<file path="config.mk">
export PLATFORM = sky130hd
export DESIGN_NAME = present_rr_sched
export DESIGN_NICKNAME = d
export VERILOG_FILES = /design/src/rtl/present_sched_pkg.sv /design/src/rtl/rr_arbiter.sv /design/src/rtl/present_rr_sched.sv
export SDC_FILE = /design/constraint.sdc
export NUM_CORES = 1
export LEC_CHECK = 0
export BUFFER_PORTS_ARGS = -buffer_cell sky130_fd_sc_hd__clkbuf_2
export CAP_MARGIN = 5
export CORE_AREA = 10 10 420 422
export DETAILED_ROUTE_END_ITERATION = 10
export DIE_AREA = 0 0 430 432
export HOLD_SLACK_MARGIN = 0.05
export PLACE_DENSITY_LB_ADDON = 0.15
export SLEW_MARGIN = 20
export SYNTH_ARGS = -nofsm -noshare
export SYNTH_HDL_FRONTEND = slang
export SYNTH_SLANG_ARGS = --single-unit
export TNS_END_PERCENT = 100
</file>
<file path="constraint.sdc">
create_clock -name clk -period 3.9 [get_ports clk]
set_clock_uncertainty 0.05 [all_clocks]
set_input_delay 0.975 -clock clk [delete_from_list [all_inputs] [get_ports clk]]
set_output_delay 0.975 -clock clk [all_outputs]
set_load 0.02 [all_outputs]
</file>
<file path="src/rtl/present_sched_pkg.sv">
// Shared types and widths for the PRESENT core round-robin scheduler.
package present_sched_pkg;

  localparam int unsigned PT_W  = 64;
  localparam int unsigned KEY_W = 128;

  typedef enum logic [1:0] {
    S_IDLE,
    S_START,
    S_WAIT,
    S_RESP
  } sched_state_t;

endpackage

</file>
<file path="src/rtl/rr_arbiter.sv">
// Combinational round-robin pick: first asserted request at or above ptr, wrapping at N.
module rr_arbiter #(
  parameter int unsigned N  = 4,
  parameter int unsigned IW = (N > 1) ? $clog2(N) : 1
) (
  input  logic [N-1:0]  req,
  input  logic [IW-1:0] ptr,
  output logic [N-1:0]  gnt_onehot,
  output logic [IW-1:0] gnt_idx,
  output logic          any
);

  // Scan N positions starting at ptr; the sum is one bit wider so the wrap is at N, not 2**IW.
  always_comb begin
    logic          found;
    logic [IW:0]   pos;
    gnt_onehot = '0;
    gnt_idx    = '0;
    found      = 1'b0;
    pos        = '0;
    for (int k = 0; k < int'(N); k++) begin
      pos = {1'b0, ptr} + (IW + 1)'(k);
      if (pos >= (IW + 1)'(N)) begin
        pos = pos - (IW + 1)'(N);
      end
      if (!found && req[pos[IW-1:0]]) begin
        found                   = 1'b1;
        gnt_onehot[pos[IW-1:0]] = 1'b1;
        gnt_idx                 = pos[IW-1:0];
      end
    end
  end

  assign any = |req;

endmodule

</file>
<file path="src/rtl/present_rr_sched.sv">
// Round-robin scheduler sharing one PRESENT cipher core among N_REQ requesters.
// Optional WAIT-state watchdog enabled by defining PRESENT_SCHED_TIMEOUT_EN.
module present_rr_sched
  import present_sched_pkg::*;
#(
  parameter int unsigned N_REQ       = 4,
  parameter int unsigned TIMEOUT_CYC = 64
) (
  input  logic                   clk,
  input  logic                   reset_n,
  input  logic [N_REQ-1:0]       req,
  input  logic [N_REQ*64-1:0]    req_pt,
  input  logic [N_REQ*128-1:0]   req_key,
  output logic [N_REQ-1:0]       ack,
  output logic [N_REQ-1:0]       done,
  output logic [63:0]            rsp_ct,
  output logic                   err,
  output logic                   busy,
  output logic                   core_start,
  output logic [63:0]            core_pt,
  output logic [127:0]           core_key,
  input  logic                   core_eoc,
  input  logic [63:0]            core_ct
);

  localparam int unsigned IW = $clog2(N_REQ);

  sched_state_t state_q, state_d;

  logic [IW-1:0]    ptr_q, win_q, gnt_idx, ptr_next;
  logic [N_REQ-1:0] gnt_onehot, ack_q;
  logic             any_req, core_start_q, eoc_ok, to_hit;
  logic [PT_W-1:0]  core_pt_q, rsp_ct_q;
  logic [KEY_W-1:0] core_key_q;

  logic [N_REQ-1:0][PT_W-1:0]  pt_arr;
  logic [N_REQ-1:0][KEY_W-1:0] key_arr;

  assign pt_arr  = req_pt;
  assign key_arr = req_key;

  rr_arbiter #(
    .N  (N_REQ),
    .IW (IW)
  ) u_arb (
    .req        (req),
    .ptr        (ptr_q),
    .gnt_onehot (gnt_onehot),
    .gnt_idx    (gnt_idx),
    .any        (any_req)
  );

  // An eoc seen while start is still on the wire belongs to the previous job.
  assign eoc_ok   = core_eoc & ~core_start_q;
  assign ptr_next = (win_q == IW'(N_REQ - 1)) ? '0 : win_q + IW'(1);

`ifdef PRESENT_SCHED_TIMEOUT_EN
  logic [15:0] to_cnt_q;
  logic        err_q;

  assign to_hit = (to_cnt_q == 16'(TIMEOUT_CYC - 1));

  // Watchdog: count WAIT cycles; remember whether the job ended by timeout.
  always_ff @(posedge clk or negedge reset_n) begin
    if (!reset_n) begin
      to_cnt_q <= '0;
      err_q    <= 1'b0;
    end else begin
      if (state_q == S_START) begin
        to_cnt_q <= '0;
      end else if (state_q == S_WAIT) begin
        to_cnt_q <= to_cnt_q + 16'd1;
      end
      if (state_q == S_WAIT) begin
        err_q <= to_hit & ~eoc_ok;
      end
    end
  end

  assign err = (state_q == S_RESP) & err_q;
`else
  logic unused_timeout_cfg;

  assign to_hit             = 1'b0;
  assign unused_timeout_cfg = |32'(TIMEOUT_CYC);
  assign err                = 1'b0;
`endif

  // Job sequencing FSM next state.
  always_comb begin
    state_d = state_q;
    unique case (state_q)
      S_IDLE:  if (any_req) state_d = S_START;
      S_START: state_d = S_WAIT;
      S_WAIT:  if (eoc_ok || to_hit) state_d = S_RESP;
      S_RESP:  state_d = S_IDLE;
      default: state_d = S_IDLE;
    endcase
  end

  // State register.
  always_ff @(posedge clk or negedge reset_n) begin
    if (!reset_n) begin
      state_q <= S_IDLE;
    end else begin
      state_q <= state_d;
    end
  end

  // Grant capture, operand/result registers and round-robin pointer.
  always_ff @(posedge clk or negedge reset_n) begin
    if (!reset_n) begin
      ack_q        <= '0;
      win_q        <= '0;
      ptr_q        <= '0;
      core_start_q <= 1'b0;
      core_pt_q    <= '0;
      core_key_q   <= '0;
      rsp_ct_q     <= '0;
    end else begin
      ack_q        <= '0;
      core_start_q <= (state_q == S_START);
      if (state_q == S_IDLE && any_req) begin
        ack_q      <= gnt_onehot;
        win_q      <= gnt_idx;
        core_pt_q  <= pt_arr[gnt_idx];
        core_key_q <= key_arr[gnt_idx];
      end
      if (state_q == S_WAIT) begin
        if (eoc_ok) begin
          rsp_ct_q <= core_ct;
        end else if (to_hit) begin
          rsp_ct_q <= '0;
        end
      end
      if (state_q == S_RESP) begin
        ptr_q <= ptr_next;
      end
    end
  end

  assign ack        = ack_q;
  assign done       = (state_q == S_RESP) ? (N_REQ'(1) << win_q) : '0;
  assign rsp_ct     = rsp_ct_q;
  assign busy       = (state_q != S_IDLE);
  assign core_start = core_start_q;
  assign core_pt    = core_pt_q;
  assign core_key   = core_key_q;

endmodule

</file>
==> flow_summary_export.csv <==
group,metric,value,unit
outcome,status,"completed",
layout,syn2layout_area_growth,56.96,%
sta,setup-tns-final,0,ns
synthesis,syn-num-nets,2746,
synthesis,synthCells,1892,
setup_path,arrival,4.20,ns
synthesis,synth_flop_cell,"dfrtp_1",
synthesis,synth_top_area_cell,"dfrtp_1",
place,place_hpwl,128.8,mm
setup_path,critPathMaxFanout,21,
clocking,cts-buffers-inserted,44,
synthesis,yosysMostFrequentCell,"a211oi_1",
synthesis,netlist_area,0.01818,mm2
global_route,grt_util_all_layers,16.43,%
clocking,cts_tree,"yes",
synthesis,syn_area_per_cell,9.609,um2
layout,drive_gt1_share,47.93,%
detailed_routing,drtIter0Drc,2733,
setup_path,max_stage_delay,0.68,ns
sta,setup-violations-final,0,
sta,rsz0062_at_grt,"false",
setup_path,cp-start-kind,"flop",
setup_path,r2r_cells,12,
setup_path,critPathKind,"flop to flop",
global_route,overflow,0,
clocking,clock_tree.buffer_depth,3,
detailed_routing,num_vias,22910,
die,num_rows,151,
synthesis,synth_warnings,0,
detailed_routing,drc,0,
synthesis,ys_ff_latch,267,
power_and_ir_drop,power.density,1056,mW/mm2
die,initial_core_util,10.80,%
layout,nets,3798,
detailed_routing,wire_per_inst,31.34,um
global_route,antenna_found_initial,60,
sta,fin_crit_sh,96.48,%
synthesis,yosysUniqueCellTypes,47,
synthesis,synth_edf_count,0,
job,maxCapViolations,0,
clocking,post_cts_buffers,0,
min_path,hold_class,"primary input to asynchronous set/reset pin",
clocking,cts.clk_slew.worst_paths,0.06,ns
setup_path,cp.required,4.34,ns
synthesis,netlist.area_leader.share,36.75,%
setup_path,critical-path-slowest-cell,"mux4_2",
detailed_routing,first_pass_iters,10,
setup_path,crit_top_cell,"buf_12",
power_and_ir_drop,power.leakage,12.94,nW
clocking,root_buffer,"clkbuf_16",
place,gp_congestion,0.8768,
detailed_routing,wl,163.3,mm
detailed_routing,drt-vias-per-instance,4.398,
place,pre_cts_ws,-0.08349,ns
power_and_ir_drop,peakVddDrop,706.9,uV
sta,slew_violations,0,
synthesis,synthTopCellsByArea,"dfrtp_1, a211oi_1, a222oi_1, a22o_1, and3_1",
global_route,grt_pass1_wl,215.6,mm
clocking,insertion_delay,0.61,ns
setup_path,r2r-start,"ptr_q[1]",
global_route,grt_max_degree,112,
clocking,htree_num_levels,2,
global_route,grt_pass1_vias,23030,
die,core_region_area,0.1683,mm2
sta,relSlewSlack,31.43,%
setup_path,end_kind,"flop",
place,postPlaceCellArea,0.02706,mm2
sta,final_hold_viol_count,0,
setup_path,crit_chain,"inv_1, ha_1, mux4_2, nor2b_4, nor2_4, buf_12, buf_12, buf_12, a22o_1, a222oi_1, buf_4, a211oi_1",
die,die_w,430,um
sta,fmax,265.8,MHz
die,ioPinCount,1106,
die,die_h,432,um
synthesis,synth_commonest_cells,"a211oi_1, dfrtp_1, nor2_1",
setup_path,r2r_setup_slack,0.14,ns
synthesis,synth_seq_area_share,36.75,%
setup_path,reg2reg_to,"core_key[35]",
sta,min_period,3.763,ns
synthesis,ys_async_sr_fraction,100.0,%
sta,worst_pin_slew,1.029,ns
layout,fin_area,0.02854,mm2
clocking,cts.sinks,267,
die,dieArea,0.1858,mm2
detailed_routing,ant_nets,0,
sta,setup_slack,0.1373,ns
place,port_buffers,1104,
-- layout make-up --
| class | instances | area (um2) |
|---|---|---|
| fill | 19110 | 139800 |
| multi-input combinational | 1371 | 10420 |
| timing repair buffer | 1253 | 7167 |
| sequential | 267 | 6685 |
| tap | 2218 | 2775 |
| clock buffer | 58 | 1234 |
| clock inverter | 21 | 196.4 |
| antenna | 15 | 37.54 |
| inverter | 7 | 26.28 |
-- power breakdown --
group	switching, W	internal, W	leakage (nW)
sequential	0.000947	0.00427	3.05
clock	0.00176	0.00237	0.720
combinational	0.0132	0.00755	9.18
total	0.0159	0.0142	12.9
-- worst max-delay path by stage --
| stage | end | slack [ns] | from |
|---|---|---|---|
| 3_5_place_dp | core_pt[35] | -0.08 | req[0] |
| 4_1_cts | core_pt[35] | 0.10 | ptr_q[0] |
| 2_1_floorplan | core_pt[13] | 0.41 | ptr_q[0] |
| 6_report | core_key[35] | 0.14 | ptr_q[1] |
| 3_3_place_gp | core_pt[35] | -0.06 | req[3] |
| 5_1_grt | core_key[35] | 0.05 | ptr_q[1] |
-- registers in the layout (all words and copies together), names as in the netlist --
signal	flops
ack	4
core_key	128
core_pt	64
core_start	1
ptr_q	2
rsp_ct	64
state_q	2
win_q	2
-- cells by family (layout without fill, tap and decap cells) --
kind of cell             after synthesis  in the layout  share of synthesized area (%)
AO/OA/AOI/OAI                        796            796                          37.18
adder cells (fa/ha/maj)               15             15                          1.032
buffers and inverters                254           1339                          6.283
flip-flops                           267            267                          36.75
multiplexers                          88             88                          5.623
other                                  1             16                        0.02063
AND/OR/NAND/NOR                      471            471                          13.11
-- per-stage QoR --
step           hold slack (ns)  cells  total power (W)  utilization [%]
2_1_floorplan           0.4546   1892          0.01682                -
3_3_place_gp            0.4327   5116          0.02653            16.08
3_5_place_dp            0.4302   5116          0.02647            16.08
4_1_cts                 0.3393   5195          0.03081            16.93
5_1_grt                 0.3570   5202          0.03209            16.94
6_report                0.3489   5210          0.03013            16.95
-- critical path: cells and delay by family (launching register included) --
family | cells | cell delay, ns
AO/OA/AOI/OAI | 3 | 0.84
buffers and inverters | 5 | 0.83
adder cells (fa/ha/maj) | 1 | 0.45
flip-flops | 1 | 0.36
multiplexers | 1 | 0.68
AND/OR/NAND/NOR | 2 | 0.38
-- layer usage --
metal	wire (um)	up-vias	share of wire (%)	GRT usage (%)
li1	-	9916	-	-
met1	65460	11700	40	19.84
met2	83060	1080	51	29.29
met3	11220	191	6.9	4.084
met4	3351	28	2.1	3.448
met5	199	-	0.12	0
-- cells in the final DEF (no fill, tap or decap), types with 16 or more instances in the layout --
master and n:
a211oi_1 347, a21oi_1 17, a222oi_1 174, a22o_1 175, and2_1 18, and3_1 186
buf_12 41, buf_4 108, clkbuf_16 44, clkbuf_2 1103, dfrtp_1 266, mux2_2 70
nand2_1 23, nand2b_1 16, nor2_1 190
-- what timing repair did --
action | 4_1_cts | 5_1_grt
gates resized for setup | 0 | 1
hold buffers | 0 | 0
endpoints found under the setup margin | 0 | 1
(Power assumes the default switching activity.)
